**config.mk**
```make
export PLATFORM = sky130hd
export DESIGN_NAME = risc_dbg_ctrl
export DESIGN_NICKNAME = d
export VERILOG_FILES = /design/src/rtl/risc_dbg_pkg.sv /design/src/rtl/risc_dbg_run_cnt.sv /design/src/rtl/risc_dbg_ctrl.sv
export SDC_FILE = /design/constraint.sdc
export NUM_CORES = 1
export LEC_CHECK = 0
export ABC_AREA = 1
export CAP_MARGIN = 10
export CORE_MARGIN = 4
export CORE_UTILIZATION = 44
export DETAILED_ROUTE_END_ITERATION = 12
export GPL_TIMING_DRIVEN = 0
export MAX_ROUTING_LAYER = met4
export PLACE_DENSITY = 0.89
export SYNTH_ARGS = -nofsm -noshare
export SYNTH_HDL_FRONTEND = slang
export SYNTH_SLANG_ARGS = --single-unit
```
**constraint.sdc**
```tcl
create_clock -name clk_i -period 2.11 [get_ports clk_i]
set_input_delay 0.5275 -clock clk_i [delete_from_list [all_inputs] [get_ports clk_i]]
set_output_delay 0.5275 -clock clk_i [all_outputs]
set_load 0.02 [all_outputs]
```
**src/rtl/risc_dbg_pkg.sv**
```systemverilog
// Shared encodings and default widths for the Risc32 debug/step controller.
// No logic of its own; imported by the controller and its run counter.
// Command opcodes and FSM states live here so host code and RTL agree.
package risc_dbg_pkg;

    localparam int DBG_DATA_W = 32;
    localparam int DBG_REG_AW = 3;
    localparam int DBG_IM_AW  = 8;
    localparam int DBG_DM_AW  = 5;
    localparam int DBG_RUN_W  = 16;
    localparam int DBG_CYC_W  = 32;

    // Host command opcodes; code 7 is unassigned and behaves like NOP.
    typedef enum logic [2:0] {
        OP_NOP      = 3'd0,
        OP_POKE_IM  = 3'd1,
        OP_POKE_DM  = 3'd2,
        OP_POKE_REG = 3'd3,
        OP_SET_PC   = 3'd4,
        OP_RUN      = 3'd5,
        OP_PEEK_REG = 3'd6
    } dbg_op_e;

    typedef enum logic [2:0] {
        ST_IDLE  = 3'd0,
        ST_WRITE = 3'd1,
        ST_RUN   = 3'd2,
        ST_PEEK  = 3'd3,
        ST_RESP  = 3'd4
    } dbg_state_e;

    // True for the four single-cycle write commands.
    function automatic logic is_write_op(input logic [2:0] op);
        return (op == OP_POKE_IM) || (op == OP_POKE_DM) ||
               (op == OP_POKE_REG) || (op == OP_SET_PC);
    endfunction

endpackage

```
**src/rtl/risc_dbg_run_cnt.sv**
```systemverilog
// Loadable down-counter that meters RUN cycles; flags zero and last-count.
// Latency: load/dec/abort take effect at the next clock edge.
// No backpressure: abort has priority over load, load over decrement.
module risc_dbg_run_cnt
    import risc_dbg_pkg::*;
#(
    parameter int W = DBG_RUN_W
) (
    input  logic         clk_i,
    input  logic         reset_i,
    input  logic         load_i,
    input  logic [W-1:0] load_val_i,
    input  logic         dec_i,
    input  logic         abort_i,
    output logic         zero_o,
    output logic         last_o
);

    logic [W-1:0] cnt_q, cnt_d;

    // Next count: abort clears, load replaces, decrement saturates at zero.
    always_comb begin
        cnt_d = cnt_q;
        if (abort_i) begin
            cnt_d = '0;
        end else if (load_i) begin
            cnt_d = load_val_i;
        end else if (dec_i && (cnt_q != '0)) begin
            cnt_d = cnt_q - W'(1);
        end
    end

    // Count register with synchronous reset.
    always_ff @(posedge clk_i) begin
        if (reset_i) begin
            cnt_q <= '0;
        end else begin
            cnt_q <= cnt_d;
        end
    end

    assign zero_o = (cnt_q == '0);
    assign last_o = (cnt_q == W'(1));

endmodule

```
**src/rtl/risc_dbg_ctrl.sv**
```systemverilog
// Debug/step controller: pokes IM/DM/regfile/PC, runs the core N cycles, peeks registers.
// Latency accept->rsp_valid: 1 (NOP, RUN 0), 2 (pokes, PEEK), N+1 (RUN N, fewer on halt).
// One command in flight: cmd_ready drops from accept until the response cycle has passed.
// Optional build macro STEP_CHECK_EN: PEEK compares the register against cmd_data and flags rsp_err.
module risc_dbg_ctrl
    import risc_dbg_pkg::*;
#(
    parameter int DATA_W = DBG_DATA_W,
    parameter int REG_AW = DBG_REG_AW,
    parameter int IM_AW  = DBG_IM_AW,
    parameter int DM_AW  = DBG_DM_AW,
    parameter int RUN_W  = DBG_RUN_W
) (
    input  logic              clk_i,
    input  logic              reset_i,
    input  logic              cmd_valid_i,
    output logic              cmd_ready_o,
    input  logic [2:0]        cmd_op_i,
    input  logic [DATA_W-1:0] cmd_addr_i,
    input  logic [DATA_W-1:0] cmd_data_i,
    input  logic              halt_req_i,
    output logic              rsp_valid_o,
    output logic [DATA_W-1:0] rsp_data_o,
    output logic              rsp_err_o,
    output logic              cpu_en_o,
    output logic              pc_wr_en_o,
    output logic [DATA_W-1:0] pc_wr_data_o,
    output logic              im_wr_en_o,
    output logic [IM_AW-1:0]  im_wr_addr_o,
    output logic [DATA_W-1:0] im_wr_data_o,
    output logic              dm_wr_en_o,
    output logic [DM_AW-1:0]  dm_wr_addr_o,
    output logic [DATA_W-1:0] dm_wr_data_o,
    output logic              rf_wr_en_o,
    output logic [REG_AW-1:0] rf_wr_addr_o,
    output logic [DATA_W-1:0] rf_wr_data_o,
    output logic [REG_AW-1:0] rf_rd_addr_o,
    input  logic [DATA_W-1:0] rf_rd_data_i,
    output logic [31:0]       cycle_count_o
);

    dbg_state_e        state_q, state_d;
    logic [2:0]        op_q, op_d;
    logic [DATA_W-1:0] addr_q, addr_d;
    logic [DATA_W-1:0] data_q, data_d;
    logic [DATA_W-1:0] rsp_data_q, rsp_data_d;
    logic [31:0]       cyc_q, cyc_d;

    logic cmd_acc;
    logic run_load, run_dec, run_abort;
    logic run_zero, run_last;
    logic cpu_en;

    // Reset forces ready low so a command presented during reset is never taken.
    assign cmd_ready_o = (state_q == ST_IDLE) && !reset_i;
    assign cmd_acc     = cmd_valid_i && cmd_ready_o;

    risc_dbg_run_cnt #(
        .W (RUN_W)
    ) u_run_cnt (
        .clk_i      (clk_i),
        .reset_i    (reset_i),
        .load_i     (run_load),
        .load_val_i (cmd_data_i[RUN_W-1:0]),
        .dec_i      (run_dec),
        .abort_i    (run_abort),
        .zero_o     (run_zero),
        .last_o     (run_last)
    );

    // FSM next state and run-counter controls; cpu_en only ever asserted in RUN.
    always_comb begin
        state_d   = state_q;
        run_load  = 1'b0;
        run_dec   = 1'b0;
        run_abort = 1'b0;
        cpu_en    = 1'b0;
        case (state_q)
            ST_IDLE: begin
                if (cmd_acc) begin
                    if (is_write_op(cmd_op_i)) begin
                        state_d = ST_WRITE;
                    end else if (cmd_op_i == OP_RUN) begin
                        run_load = 1'b1;
                        // A zero count skips the core entirely.
                        state_d  = (cmd_data_i[RUN_W-1:0] == '0) ? ST_RESP : ST_RUN;
                    end else if (cmd_op_i == OP_PEEK_REG) begin
                        state_d = ST_PEEK;
                    end else begin
                        state_d = ST_RESP;
                    end
                end
            end
            ST_WRITE: state_d = ST_RESP;
            ST_RUN: begin
                // This cycle is always an enabled core cycle; halt only stops the next one.
                cpu_en  = 1'b1;
                run_dec = 1'b1;
                if (halt_req_i) begin
                    run_abort = 1'b1;
                    state_d   = ST_RESP;
                end else if (run_last || run_zero) begin
                    state_d = ST_RESP;
                end
            end
            ST_PEEK: state_d = ST_RESP;
            ST_RESP: state_d = ST_IDLE;
            default: state_d = ST_IDLE;
        endcase
    end

    // FSM state register.
    always_ff @(posedge clk_i) begin
        if (reset_i) begin
            state_q <= ST_IDLE;
        end else begin
            state_q <= state_d;
        end
    end

    // Command capture at accept, PEEK result capture, and the enabled-cycle counter.
    always_comb begin
        op_d       = op_q;
        addr_d     = addr_q;
        data_d     = data_q;
        rsp_data_d = rsp_data_q;
        cyc_d      = cpu_en ? (cyc_q + 32'd1) : cyc_q;
        if (cmd_acc) begin
            op_d       = cmd_op_i;
            addr_d     = cmd_addr_i;
            data_d     = cmd_data_i;
            rsp_data_d = '0;
        end else if (state_q == ST_PEEK) begin
            rsp_data_d = rf_rd_data_i;
        end
    end

    // Datapath registers.
    always_ff @(posedge clk_i) begin
        if (reset_i) begin
            op_q       <= 3'd0;
            addr_q     <= '0;
            data_q     <= '0;
            rsp_data_q <= '0;
            cyc_q      <= '0;
        end else begin
            op_q       <= op_d;
            addr_q     <= addr_d;
            data_q     <= data_d;
            rsp_data_q <= rsp_data_d;
            cyc_q      <= cyc_d;
        end
    end

    // Exactly one write strobe in the WRITE cycle, selected by the latched opcode.
    always_comb begin
        im_wr_en_o = 1'b0;
        dm_wr_en_o = 1'b0;
        rf_wr_en_o = 1'b0;
        pc_wr_en_o = 1'b0;
        if (state_q == ST_WRITE) begin
            case (op_q)
                OP_POKE_IM:  im_wr_en_o = 1'b1;
                OP_POKE_DM:  dm_wr_en_o = 1'b1;
                OP_POKE_REG: rf_wr_en_o = 1'b1;
                OP_SET_PC:   pc_wr_en_o = 1'b1;
                default: ;
            endcase
        end
    end

    // Byte addresses become word indices; upper bits wrap silently.
    assign im_wr_addr_o = addr_q[IM_AW+1:2];
    assign dm_wr_addr_o = addr_q[DM_AW+1:2];
    assign rf_wr_addr_o = addr_q[REG_AW-1:0];
    assign im_wr_data_o = data_q;
    assign dm_wr_data_o = data_q;
    assign rf_wr_data_o = data_q;
    assign pc_wr_data_o = addr_q;

    // Read address follows the live command while idle so the regfile settles before PEEK.
    assign rf_rd_addr_o = (state_q == ST_IDLE) ? cmd_addr_i[REG_AW-1:0] : addr_q[REG_AW-1:0];

    assign cpu_en_o      = cpu_en;
    assign rsp_valid_o   = (state_q == ST_RESP);
    assign rsp_data_o    = (state_q == ST_RESP) ? rsp_data_q : '0;
    assign cycle_count_o = cyc_q;

`ifdef STEP_CHECK_EN
    logic err_q, err_d;

    // Compare the peeked register against the expectation captured with the command.
    always_comb begin
        err_d = err_q;
        if (cmd_acc) begin
            err_d = 1'b0;
        end else if (state_q == ST_PEEK) begin
            err_d = (rf_rd_data_i != data_q);
        end
    end

    // Mismatch flag register.
    always_ff @(posedge clk_i) begin
        if (reset_i) begin
            err_q <= 1'b0;
        end else begin
            err_q <= err_d;
        end
    end

    assign rsp_err_o = (state_q == ST_RESP) && err_q;
`else
    assign rsp_err_o = 1'b0;
`endif

endmodule
```
== Word-level counts from Yosys, hierarchy flattened ==
Cells that the tools add are included.

* Bits in registers: 150
* Input port bits: 103
* Output and inout port bits: 219
* Word-level logic and storage cells: 70

* Add/sub/neg operators: 2
* Eq/ne operators: 17
* Multiplexer cells: 27
* Reduce and logical (&&, ||, !) cells: 17

{| class="wikitable"
|+ Operator list
! cell !! number
|-
| adder 32 x 1 -> 32 bit (second input constant) || 1
|-
| zero test 16 bit || 2
|-
| 2-to-1 mux 16 bit || 2
|-
| 2-to-1 mux 32 bit || 1
|-
| 2-to-1 mux 3 bit || 8
|-
| equality test 3 x 2 -> 1 bit (second input constant) || 6
|-
| equality test 16 x 1 -> 1 bit (second input constant) || 1
|-
| nonzero test 16 bit || 1
|-
| subtractor 16 x 1 -> 16 bit (second input constant) || 1
|-
| equality test 3 bit (second input constant) || 5
|-
| 2-to-1 mux 1 bit || 15
|-
| equality test 3 x 1 -> 1 bit (second input constant) || 3
|-
| case mux 3 bit (3 select lines) || 1
|-
| OR reduction 2 bit || 3
|-
| logical OR 1 bit || 4
|-
| logical AND 1 bit || 3
|-
| zero test 3 bit || 1
|-
| inequality test 3 bit (second input constant) || 1
|-
| inequality test 2 bit (second input constant) || 1
|-
| AND reduction 2 bit || 1
|-
| nonzero test 2 bit || 1
|-
| zero test 1 bit || 1
|}

== Longest topological paths before layout ==
* Depth in word-level cells: 8
* Mapped depth: 11
* Gate-level depth less buffers: 11

== Modules after synthesis ==
Synthesis repeated with hierarchy kept, for this count alone.

* Cells, all modules: 1,154
* Area total of the unflattened synthesis: 7,835.0 um2

{| class="wikitable"
|+ Modules (own cells, without submodules)
! module !! instances !! cells an instance !! area an instance (um2) !! sequential area each (um2)
|-
| risc_dbg_ctrl || 1 || 943 || 6,568.8 || 2,682.6
|-
| risc_dbg_run_cnt || 1 || 211 || 1,266.2 || 320.3
|}

== Worst setup path after synthesis ==
No wires, ideal clock.

* Path type: reg2out
* Start point: register state_q[0]
* End point: output port rsp_data_o[10]
* Arrival: 1,565 ps
* Path slack: 18 ps
* Cell stages (with the launch flop): 8
* Path buffers: 2
* Cells stage by stage: dfxtp_1 -> buf_6 -> nor2_8 -> inv_1 -> nor2_1 -> inv_1 -> clkbuf_1 -> nor2_1

* Cells in the longest elaborated chain, start to end: 2

{| class="wikitable"
|+ Ends and longest elaborated chain
! item !! line !! source
|-
| from (decl) || risc_dbg_ctrl.sv:42 || <nowiki>dbg_state_e state_q, state_d;</nowiki>
|-
| from (signal assigned) || risc_dbg_ctrl.sv:117 || <nowiki>state_q <= state_d;</nowiki>
|-
| equality test 3 bit || -- ||
|-
| via rsp_valid_o || risc_dbg_ctrl.sv:22 || <nowiki>output logic rsp_valid_o,</nowiki>
|-
| 2-to-1 mux 32 bit || risc_dbg_ctrl.sv:186 || <nowiki>assign rsp_data_o = (state_q == ST_RESP) ? rsp_data_q : '0;</nowiki>
|-
| to (decl) || risc_dbg_ctrl.sv:23 || <nowiki>output logic [DATA_W-1:0] rsp_data_o,</nowiki>
|}

The timed path passes the listed nets, and every way through them passes these cells.

== Worst setup path in the final report ==
* Start point: register state_q[0]
* End point: output port rsp_data_o[11]

* Cells in the longest elaborated chain, start to end: 2

{| class="wikitable"
|+ Ends and longest elaborated chain
! item !! line
|-
| equality test 3 bit || risc_dbg_ctrl.sv:186
|-
| 2-to-1 mux 32 bit || risc_dbg_ctrl.sv:186
|}

No other way between the ends.

==> impl_metrics.toml <==
[run_status]
run_status = "finished with violations"
violations = "setup timing"

[cts]
clkTransAtPathRegs_ps = 60
clock_sinks = 150
root_buffer = "clkbuf_16"
cts_tree = "done"
h-tree-depth = 4
clk_latency_ps = 430
clk_path_buf_depth = 2
ctsHoldBuffers = 0
cts-buffers-inserted = 17

[floorplan]
row_count = 48
die_w_microns = 142.1
ioPinCount = 322
start_util = 0.4527
coreArea_sq_um = 17480
fp.dieH_microns = 142.1
die_area_sq_um = 20190

[route]
routed_via_density = 5.032
drtIter0Drc = 533
final_antenna_net_count = 0
dr.pass1.iters = 6
via_count = 8841
routed_wl_microns = 29470
remaining_drc_errors = 0
routedWlPerCell_microns = 16.77

[worst_setup_path]
cp-end-kind = "output port"
crit_family = "buffers and inverters"
ff2ff_path_depth = 11
worst_path_most_repeated_cell = "buf_6"
slowest_delay_ps = 320
critPathMaxFanout = 8
crit_type = "reg -> out"
crit_slowest_cell = "dfxtp_2"
required_ps = 1580
cp_cell_sequence = "buf_6, nor2_8, inv_2, nor2_4, inv_4, clkbuf_8, nor2_2, buf_6"
arrival_ps = 1670
cp.depth = 8
crit_buf_inv = 5
start_kind = "register"

[sta]
slew_headroom = 0.6199
finalClockSkew_ps = 7.412
rsz0062_at_grt = "true"
layout_setup_ws_ps = -87.18
final_hold_viol_count = 0
min_period_ps = 2197
tns_ps = -1883
finalCritPeriodShare = 1.041
slew_viol_final = 0
setup_violations = 33
worst_pin_slew_ps = 570.1
max_freq_mhz = 455.1

[finish]
area_growth_syn_to_layout_pct = 56.11
ff_latch_area_sq_um = 3017
multiInputGateArea_sq_um = 3764
layout-drive-gt1-share = 0.1771
final_util = 0.7067
layout.cells.non_filler = 1757
fillerInstances = 1378
nets = 1623

[placed_design]
place_inst = 1712
dp_hpwl_microns = 21840
port_buffers = 319
globalplace.congestion = 0.9606

[power_and_ir_drop]
p_per_area_nw_per_um2 = 670.1
p_leak_nw = 5.863
ir_drop_uv = 598.1

[yosys]
yosys.area_share.xor_xnor = 0.01218
avgSynthCellArea_sq_um = 6.773
synthSimpleGateAreaFrac = 0.3710
synthDistinctLibCells = 35
synth_top_family_by_area = "simple AND/OR/NAND/NOR gates"
synth.mux.area_fraction = 0
synth-adder-area-share = 0.004745
yosys_warnings = 0
netlist_area_sq_um = 7911
ys_seq_area_frac = 0.3796
synth_fp_nets = 1274
syn_inst = 1168
ys_seq_elements = 150
synth_compound_area_frac = 0.06231

[run]
maxCapViolations = 0

[global_routing]
grt_use_total = 0.2860
grt_first_pass_wirelength_microns = 44310
antenna_found_initial = 2
grt_pass1_vias = 8516
grt_max_degree = 17
grt_overflow = 0

[min_path]
hold_depth = 2
min_path_type = "in -> reg"
## worst paths after layout
kind	startpoint	endpoint	slack [ps]
worst max register to register	state_q[0]	cycle_count_o[27]	220
worst min register to register	pc_wr_data_o[23]	pc_wr_data_o[23]	460
worst min-delay path	reset_i	cycle_count_o[31]	430
worst max-delay path	state_q[0]	rsp_data_o[11]	-90
## registers in the layout, summed over array words and instances, names as in the netlist
signal	cells
cycle_count_o	32
u_run_cnt.cnt_q	16
pc_wr_data_o	32
dm_wr_data_o	32
op_q	3
state_q	3
rsp_data_q	32
## stage by stage
stage / setup slack [ps] / total power (W) / area (sq um) / hold WS, ps
4_1_cts: -68.81 / 0.008276 / 12110 / 405.4
6_report: -87.18 / 0.008277 / 12350 / 425.5
3_3_place_gp: -360.9 / 0.005248 / 11390 / 450.7
3_5_place_dp: -426.5 / 0.005283 / 11390 / 456.0
2_1_floorplan: 17.73 / 0.004284 / 7911 / 445.3
5_1_grt: -153.7 / 0.008576 / 12350 / 428.2
## per-layer routing
metal  track usage  routed length [microns]  part of all wire  up-vias
met2        0.4852                    14740              0.50      394
met1        0.3339                    11780              0.40     4066
met5             -                        0                 0        -
met3       0.05813                     2065             0.070       65
met4        0.1071                      876             0.030        0
li1              -                        -                 -     4316
## cells by family after synthesis
| kind of cell | Yosys count |
|---|---|
| AND/OR/NAND/NOR | 655 |
| other | 1 |
| XOR/XNOR | 11 |
| buffers and inverters | 253 |
| adder cells (fa/ha/maj) | 3 |
| flip-flops | 150 |
| AO/OA/AOI/OAI | 95 |
## final cells by class
cell class                 count  area share
sequential                   150      0.2443
inverter                     118     0.03627
tap                          225     0.02279
clock inverter                15     0.01175
antenna                        2   0.0004052
multi-input combinational    765      0.3047
timing repair buffer         330      0.2689
clock buffer                  17     0.03444
buffer                       135     0.07649
## Yosys cell counts, drive strengths merged
cell type    n  share of area
buf        105          0.099
nand2      330           0.16
xnor2        1         0.0011
and2         2         0.0016
nand4       42          0.039
nor2       158          0.088
o22ai        3         0.0024
clkbuf      30          0.014
conb         1        0.00047
nand3      107          0.071
nand3b       2         0.0019
nor3         6         0.0038
o21bai       1        0.00095
inv        118          0.056
nor3b        3         0.0028
ha           3         0.0047
o21ai       40          0.025
nor4         5         0.0040
dfxtp      150           0.38
xor2        10          0.011
a21oi       51          0.034
## power by group
part | total, W | leakage [nW] | switching, W | internal [W]
clock network | 0.00299 | 0.282 | 0.00134 | 0.00165
registers | 0.00315 | 1.23 | 0.000168 | 0.00298
logic | 0.00214 | 4.35 | 0.00112 | 0.00101
## timing repair
| action | CTS | global route |
|---|---|---|
| gates cloned | 3 | 0 |
| buffers inserted | 5 | 3 |
| endpoints found under the setup margin | 82 | 78 |
| pin swaps | 1 | 5 |
| resized for setup | 309 | 70 |
## cell usage in the layout (no fill, tap or decap), drive strengths merged, types with 28 or more instances in the layout
cell type	n
nor2	158
dlymetal6s2s	38
dlygate4sd2	28
a21oi	51
nand3	107
inv	124
nand2	330
nand4	42
clkbuf	50
o21ai	40
clkdlybuf4s50	212
buf	154
dfxtp	150
Power figures use the tool's default switching activity.
